File: src/rtl/dmem_bus_bridge.sv
// dmem_bus_bridge: adapts the execute-stage 64-bit data-memory port to a
// 32-bit big-endian external bus. It splits each request into one or two
// bus beats with byte enables and left-justifies read data on dmem_din.
// Optional feature macro: DMEM_TIMEOUT_EN. When it is defined, each beat
// aborts with dmem_error after TIMEOUT_CYCLES cycles without mem_ack.
module dmem_bus_bridge #(
  parameter int TIMEOUT_CYCLES = 255
) (
  input  logic        clk,
  input  logic        rst_n,
  input  logic [63:0] dmem_addr,
  input  logic [63:0] dmem_dout,
  input  logic [1:0]  dmem_width,
  input  logic        dmem_rstrobe,
  input  logic        dmem_wstrobe,
  output logic [63:0] dmem_din,
  output logic        dmem_cycle_complete,
  output logic        dmem_error,
  output logic        mem_req,
  output logic        mem_we,
  output logic [63:0] mem_addr,
  output logic [3:0]  mem_be,
  output logic [31:0] mem_wdata,
  input  logic [31:0] mem_rdata,
  input  logic        mem_ack
);

  typedef enum logic [1:0] {IDLE, BEAT0, BEAT1, RESP} state_t;

  state_t      state;
  logic [1:0]  width_reg;    // latched access width
  logic [1:0]  lane_reg;     // latched addr[1:0], selects read lanes
  logic [31:0] dout_lo_reg;  // low store word, needed for the second 64-bit beat

`ifdef DMEM_TIMEOUT_EN
  localparam int CW = $clog2(TIMEOUT_CYCLES + 1);
  logic [CW-1:0] wait_cnt;
`else
  // The parameter only matters when the timeout is built in.
  logic unused_timeout_param;
  assign unused_timeout_param = (TIMEOUT_CYCLES != 0);
`endif

  // Byte enables for one beat: be[3] is the lowest byte address.
  function automatic logic [3:0] lane_be(input logic [1:0] w, input logic [1:0] a);
    logic [3:0] be;
    case (w)
      2'd2:    be = a[1] ? 4'b0011 : 4'b1100;
      2'd3:    be = 4'b1000 >> a;
      default: be = 4'b1111;
    endcase
    return be;
  endfunction

  // Natural alignment check for the requested width.
  function automatic logic misaligned(input logic [1:0] w, input logic [2:0] a);
    logic m;
    case (w)
      2'd0:    m = (a != 3'b000);
      2'd1:    m = (a[1:0] != 2'b00);
      2'd2:    m = a[0];
      default: m = 1'b0;
    endcase
    return m;
  endfunction

  // Bus word for the first (or only) store beat; narrow data is replicated.
  function automatic logic [31:0] store_word(input logic [1:0] w, input logic [63:0] d);
    logic [31:0] s;
    case (w)
      2'd0:    s = d[63:32];
      2'd1:    s = d[31:0];
      2'd2:    s = {2{d[15:0]}};
      default: s = {4{d[7:0]}};
    endcase
    return s;
  endfunction

  // Left-justified read result of the first (or only) beat.
  function automatic logic [63:0] read_place(input logic [1:0] w, input logic [1:0] a,
                                             input logic [31:0] rd);
    logic [63:0] r;
    logic [7:0]  b;
    case (a)
      2'd0:    b = rd[31:24];
      2'd1:    b = rd[23:16];
      2'd2:    b = rd[15:8];
      default: b = rd[7:0];
    endcase
    case (w)
      2'd2:    r = {(a[1] ? rd[15:0] : rd[31:16]), 48'h0};
      2'd3:    r = {b, 56'h0};
      default: r = {rd, 32'h0};
    endcase
    return r;
  endfunction

  // Request FSM with registered bus and response outputs.
  always_ff @(posedge clk or negedge rst_n) begin
    if (!rst_n) begin
      state               <= IDLE;
      width_reg           <= 2'd0;
      lane_reg            <= 2'd0;
      dout_lo_reg         <= 32'h0;
      dmem_din            <= 64'h0;
      dmem_cycle_complete <= 1'b0;
      dmem_error          <= 1'b0;
      mem_req             <= 1'b0;
      mem_we              <= 1'b0;
      mem_addr            <= 64'h0;
      mem_be              <= 4'h0;
      mem_wdata           <= 32'h0;
`ifdef DMEM_TIMEOUT_EN
      wait_cnt            <= '0;
`endif
    end else begin
      case (state)
        IDLE: begin
          dmem_cycle_complete <= 1'b0;
          dmem_error          <= 1'b0;
          if (dmem_wstrobe || dmem_rstrobe) begin
            width_reg   <= dmem_width;
            lane_reg    <= dmem_addr[1:0];
            dout_lo_reg <= dmem_dout[31:0];
            dmem_din    <= 64'h0;
            if (misaligned(dmem_width, dmem_addr[2:0])) begin
              // Rejected without touching the bus.
              state               <= RESP;
              dmem_cycle_complete <= 1'b1;
              dmem_error          <= 1'b1;
            end else begin
              state     <= BEAT0;
              mem_req   <= 1'b1;
              mem_we    <= dmem_wstrobe;
              mem_addr  <= {dmem_addr[63:2], 2'b00};
              mem_be    <= lane_be(dmem_width, dmem_addr[1:0]);
              mem_wdata <= dmem_wstrobe ? store_word(dmem_width, dmem_dout) : 32'h0;
`ifdef DMEM_TIMEOUT_EN
              wait_cnt  <= '0;
`endif
            end
          end
        end

        BEAT0, BEAT1: begin
          if (mem_ack) begin
            if (!mem_we) begin
              if (state == BEAT1) dmem_din[31:0] <= mem_rdata;
              else                dmem_din       <= read_place(width_reg, lane_reg, mem_rdata);
            end
            if (state == BEAT0 && width_reg == 2'd0) begin
              // Second word of a 64-bit access: same request, next address.
              state     <= BEAT1;
              mem_addr  <= mem_addr + 64'd4;
              mem_wdata <= mem_we ? dout_lo_reg : 32'h0;
`ifdef DMEM_TIMEOUT_EN
              wait_cnt  <= '0;
`endif
            end else begin
              state               <= RESP;
              mem_req             <= 1'b0;
              mem_we              <= 1'b0;
              mem_be              <= 4'h0;
              mem_wdata           <= 32'h0;
              dmem_cycle_complete <= 1'b1;
              dmem_error          <= 1'b0;
            end
          end
`ifdef DMEM_TIMEOUT_EN
          else if (wait_cnt == CW'(TIMEOUT_CYCLES - 1)) begin
            // Bus never answered: abandon the access, any remaining beat included.
            state               <= RESP;
            mem_req             <= 1'b0;
            mem_we              <= 1'b0;
            mem_be              <= 4'h0;
            mem_wdata           <= 32'h0;
            dmem_din            <= 64'h0;
            dmem_cycle_complete <= 1'b1;
            dmem_error          <= 1'b1;
          end else begin
            wait_cnt <= wait_cnt + 1'b1;
          end
`endif
        end

        default: begin
          // RESP: the completion pulse lasts exactly one cycle.
          state               <= IDLE;
          dmem_cycle_complete <= 1'b0;
          dmem_error          <= 1'b0;
        end
      endcase
    end
  end

endmodule

File: config.mk
export PLATFORM = sky130hd
export DESIGN_NAME = dmem_bus_bridge
export DESIGN_NICKNAME = d
export VERILOG_FILES = /design/src/rtl/dmem_bus_bridge.sv
export SDC_FILE = /design/constraint.sdc
export NUM_CORES = 1
export LEC_CHECK = 0
export BUFFER_PORTS_ARGS = -buffer_cell sky130_fd_sc_hd__buf_2
export CELL_PAD_IN_SITES_DETAIL_PLACEMENT = 1
export CELL_PAD_IN_SITES_GLOBAL_PLACEMENT = 2
export CORE_ASPECT_RATIO = 0.6
export CORE_MARGIN = 2
export CORE_UTILIZATION = 33
export DETAILED_ROUTE_END_ITERATION = 10
export PLACE_DENSITY = 0.91
export SETUP_SLACK_MARGIN = 0.2
export SYNTH_ARGS = -nofsm -noshare
export SYNTH_HDL_FRONTEND = slang
export SYNTH_SLANG_ARGS = --single-unit
File: constraint.sdc
create_clock -name clk -period 4.7 [get_ports clk]
set_clock_uncertainty 0.2 [all_clocks]
set_input_delay 0.235 -clock clk [delete_from_list [all_inputs] [get_ports clk]]
set_output_delay 0.235 -clock clk [all_outputs]
set_load 0.005 [all_outputs]
# After elaboration in Yosys (flattened, before gate mapping)
# Index checks and enable logic that the tools add are counted.
dict set report op_classes {
  addsub 1
  n_eq_ne 16
  shift 1
  mux 51
  n_reduce_logical 18
}
# operator count
set op_table {}
lappend op_table {{$mux 64} 7}
lappend op_table {{$pmux 64 s2} 3}
lappend op_table {{$mux 32} 8}
lappend op_table {{$pmux 32 s3} 1}
lappend op_table {{$add 64x3->64 const B} 1}
lappend op_table {{$pmux 32 s2} 1}
lappend op_table {{$pmux 8 s3} 1}
lappend op_table {{$mux 4} 5}
lappend op_table {{$mux 16} 1}
lappend op_table {{$pmux 4 s2} 2}
lappend op_table {{$reduce_and 5->1} 3}
lappend op_table {{$ne 2x2->1 const B} 7}
lappend op_table {{$mux 1} 13}
lappend op_table {{$eq 2x2->1 const B} 6}
lappend op_table {{$logic_not 2->1} 4}
lappend op_table {{$pmux 1 s2} 4}
lappend op_table {{$reduce_and 4->1} 2}
lappend op_table {{$eq 2x1->1 const B} 3}
lappend op_table {{$mux 2} 3}
lappend op_table {{$reduce_and 2->1} 3}
lappend op_table {{$pmux 2 s2} 1}
lappend op_table {{$reduce_bool 2->1} 2}
lappend op_table {{$shr 4x2->4 const A} 1}
lappend op_table {{$pmux 1 s3} 1}
lappend op_table {{other kinds (4)} 4}
dict set report totals {
  ff_bits 206
  input_bits 167
  output_inout_bits 168
  elab_cells 100
}

# Longest topological paths before layout
dict set report logic_depth {
  depth_word 7
  mapped_depth 10
  depth_no_buf 7
}

# Worst setup path before layout
# OpenSTA, ideal clock, no wires.
dict set report synth_path {
  path_type {register to register}
  from {reg mem_addr[2]}
  to {reg mem_addr[56]}
  setup_ps 87
  t_arrival_ps 2268
  t_required_ps 4413
  slack_ps 2145
  stages_incl_launch_ff 8
  n_path_buf 1
  synth_period_minus_slack_ps 2555
  cell_sequence {dfrtp_1 -> ha_1 -> nand3_2 -> or4_1 -> buf_2 -> nor4_4 -> mux2_2 -> o211ai_1}
}
dict set report synth_via {
  elab_chain_len 4
}
# item line
set synth_rtl {}
lappend synth_rtl {{from (decl)} 21} ;# output logic [63:0] mem_addr,
lappend synth_rtl {{from (signal assigned)} 135} ;# mem_addr <= {dmem_addr[63:2], 2'b00};
lappend synth_rtl {{from (signal assigned)} 154} ;# mem_addr <= mem_addr + 64'd4;
lappend synth_rtl {{$add 64x3->64} 154}
lappend synth_rtl {{$mux 64} 151} ;# if (state == BEAT0 && width_reg == 2'd0) begin
lappend synth_rtl {{$mux 64} 146} ;# if (mem_ack) begin
lappend synth_rtl {{$pmux 64 s2} 117} ;# case (state)
# Every way passes these cells. The select of a mux whose other input is x is not followed.
# A chain may end at the register's enable or synchronous reset.

# Final worst setup path
dict set report layout_path {
  from {reg state[0]}
  to {reg mem_addr[24]}
}
dict set report layout_via {
  elab_chain_len 4
  elab_cells_between_ends 12
  classes_between {eq/ne: 6; mux: 1; reduce/logical: 5}
}
# item line
set layout_rtl {}
lappend layout_rtl {{from (decl)} 30} ;# state_t state;
lappend layout_rtl {{from (signal assigned)} 101} ;# state <= IDLE;
lappend layout_rtl {{from (signal assigned)} 128} ;# state <= RESP;
lappend layout_rtl {{from (signal assigned)} 132} ;# state <= BEAT0;
lappend layout_rtl {{$eq 2x2->1 or $eq 2x1->1 (tied branches)} {117, 151}}
lappend layout_rtl {{$reduce_or 2->1 or $logic_and 1x1->1 (tied branches)} {117, 151}}
lappend layout_rtl {{$ne 2x2->1 (no line) or $reduce_bool 2->1 (tied branches)} -}
lappend layout_rtl {{$reduce_and 5->1 (no line)} -}
# Parallel ways exist; a longest one is shown, timed or not.

==> qor.txt <==
CTS H-tree depth: 1
RD Place Congestion: 0.879
Die Span Y: 147 µm
Crit Path Max Fanout: 47
final hold vios: 0
period utilization: 76.0%
Worst path top cell family by delay: simple AND/OR/NAND/NOR gates
first drt pass iteration count: 5
largest net degree at the start of global routing: 111
worst skew pair latency: 0.53 ns
crit path capture: mem_addr[24]$_DFFE_PN0P_
fin crit period: 3.57 ns
layout cells sized above 1: 26.9%
Setup Buffers After CTS: 0
initial antenna violation count: 3
clk sink count: 204
top-area cell type share of the netlist area: 45.3%
dominant synthesized flop cell: dfrtp_1
Final HPWL DP: 33.3 mm
Crit. End Element: flip-flop
worst r2r src: state[0]$_DFFE_PN0P_
Post-synth EDFFs: 0
Biggest register: dmem_din
first-pass GRT wire length: 76.3 mm
worst hold path type: in -> reg
CTS tree: built
FF-to-FF End: mem_addr[24]$_DFFE_PN0P_
Max Transition Viols Final: 0
most used cell, CP: buf_4
VDD IR-drop max: 0.368 mV
ys async rst share: 100%
die footprint: 0.0357 mm²
Post-Synthesis Cells: 1258
RSZ-0062 raised after global routing: no
Chip Width: 242 µm
nets@finish: 1863
Cells after DPL: 1977
Yosys cell types: 68
cell taking the most area after synthesis: dfrtp_1
CORE AREA: 0.0336 mm²
Cell Chain, Critical Path: inv_1, ha_4, nand2b_1, o2111a_1, buf_4, nand2_1, buf_4, a21oi_1, a2bb2oi_1
Detail Route Antenna Nets: 0
number of global-route vias before repair: 12709
max reg flops: 64
initial core utilization: 33.5%
pwr/cell area: 727 mW/mm²
Mapped Area: 0.0113 mm²
slowest CP cell: nand2_1
crit start category: flip-flop
Area Overhead vs Synth: 39.4%
sequential-to-total area share from yosys stat: 45.3%
# rows: 52
CP max stage delay: 0.71 ns
Worst slew margin: 17.9%
CP Class: reg -> reg
Synth Register Bits: 204
CTS Buf Count: 23
routed length per instance: 22.7 µm
DR iter-0 viols: 920
vias after detailed routing: 12291
global route overflow: 0
Clock Tree Buf Depth: 3
total wire length: 49.4 mm
Worst-path clk slew: 0.06 ns
Via-to-Cell Ratio: 5.66
Area contributors post-synth: dfrtp_1 (45%), nand2_1 (6.2%), mux2_2 (4.7%)
Leak: 7.11 nW
biggest regs: dmem_din x64, mem_addr x62
flop-to-flop setup slack: 1.13 ns
CP arrival: 3.76 ns
syn avg cell area: 8.95 µm²
Overall Global Routing Usage: 27.1%
final setup vio count: 0
hold slack: 0.0159 ns
Max Cap Viol: 0
Crit path required time: 4.88 ns
Worst Reg-to-Reg Cells: 9
drt drc: 0
port bufs: 332
clock root cell: clkbuf_16
Sum Neg Setup Slack: 0 ns
f_max: 0.280 GHz
worst-margin pin slew: 1.23 ns
Critical Path Source: state[0]$_DFFE_PN0P_
Top Ports: 335
worst path bufs/invs: 3
outcome: completed
synth warn: 0
number of cells on the critical path: 9
fin cells: 2170
==> power breakdown <==
| part | internal [mW] | switching, mW |
|---|---|---|
| Clock | 1.20 | 0.794 |
| Sequential | 2.60 | 0.860 |
| Combinational | 2.28 | 3.67 |
| Total | 6.08 | 5.33 |
==> how the worst min path moves through the flow <==
stage	from	end	slack, ns	depth (start not counted)
4_1_cts	dmem_dout[60]	mem_wdata[28]$_DFFE_PN0P_	0.0005	4
3_3_place_gp	rst_n	mem_addr[63]$_DFFE_PN0P_	0.11	1
2_1_floorplan	rst_n	dmem_cycle_complete$_DFFE_PN0P_	-0.26	0
6_report	dmem_dout[42]	mem_wdata[10]$_DFFE_PN0P_	0.02	4
5_1_grt	dmem_dout[40]	mem_wdata[8]$_DFFE_PN0P_	0.03	4
3_5_place_dp	rst_n	mem_addr[47]$_DFFE_PN0P_	0.12	1
==> worst register-to-register path, cell delays in order, from the launching register on <==
cell	delay, ns
dfrtp_1	0.39
inv_1	0.11
ha_4	0.61
nand2b_1	0.31
o2111a_1	0.19
buf_4	0.17
nand2_1	0.71
buf_4	0.42
a21oi_1	0.12
a2bb2oi_1	0.19
==> stage by stage <==
step	util (%)	total power, mW	cell area, µm²	worst slack (ns)
global route	46.6	12.2	15700	0.884
finish	46.7	11.4	15700	1.13
CTS	46.6	11.3	15700	1.15
detailed placement	39.8	9.19	13400	1.21
global placement	39.8	8.92	13400	1.32
floorplan	-	6.89	11300	2.14
==> final cells by class <==
class / count / area (µm²)
Timing Repair Buffer: 502 / 3340
Antenna cell: 4 / 10.0
Multi-Input combinational cell: 942 / 5780
Sequential cell: 204 / 5100
Inverter: 18 / 67.6
Tap cell: 459 / 574
Fill cell: 3945 / 17900
Clock buffer: 32 / 659
Clock inverter: 9 / 155
==> cell usage after synthesis (all sizes together) (3+ instances only) <==
cell type	instances
a21boi	7
a22o	9
a32oi	18
nand2	186
o211ai	7
nand3	85
buf	19
o22ai	31
a211o	16
nor3	27
and4	9
o311ai	3
or2	3
inv	17
or4	15
and2	30
a21oi	96
a311oi	7
o21ai	60
nor4	15
a21o	3
o41ai	4
and3	10
mux2i	19
dfrtp	204
ha	5
a211oi	9
o32ai	4
a221o	3
nand2b	8
or3	3
clkbuf	76
nor2b	10
a41o	6
o2111ai	3
nor2	77
a22oi	23
a2bb2oi	20
nand4	30
o31ai	7
a31oi	7
mux2	47
==> logic make-up (layout without fill, tap and decap cells) <==
| kind of cell | count (synthesis) | count (layout) | share of synthesized area (%) |
|---|---|---|---|
| AO/OA/AOI/OAI | 351 | 351 | 20.8 |
| adder cells (fa/ha/maj) | 5 | 5 | 0.556 |
| buffers and inverters | 113 | 561 | 3.89 |
| flip-flops | 204 | 204 | 45.3 |
| multiplexers | 67 | 67 | 6.59 |
| other | 1 | 6 | 0.0333 |
| AND/OR/NAND/NOR | 517 | 517 | 22.8 |
==> metal layers <==
layer  track usage [%]  share of wire (%)  vias to the layer above
met3              5.43                6.9                       69
met1              38.8                 46                     6199
li1                  -                  -                     5539
met2              41.5                 45                      484
met4              7.47                2.5                        0
met5                 0                  0                        -
==> cell usage in the layout, fill, tap and decap left out, types with 31 or more instances in the layout <==
cell,count
dlygate4sd3_1,148
dfrtp_1,204
o22ai_1,31
a21oi_1,96
nand3_1,83
nor2_1,75
nand2_1,186
buf_2,331
o21ai_0,59
mux2_2,47
==> timing repair <==
item	in CTS	in global routing
setup endpoints to repair	0	0
resized for setup	0	0
hold buffers	148	0
endpoints found under the hold margin	273	0
(Power assumes the default switching activity.)
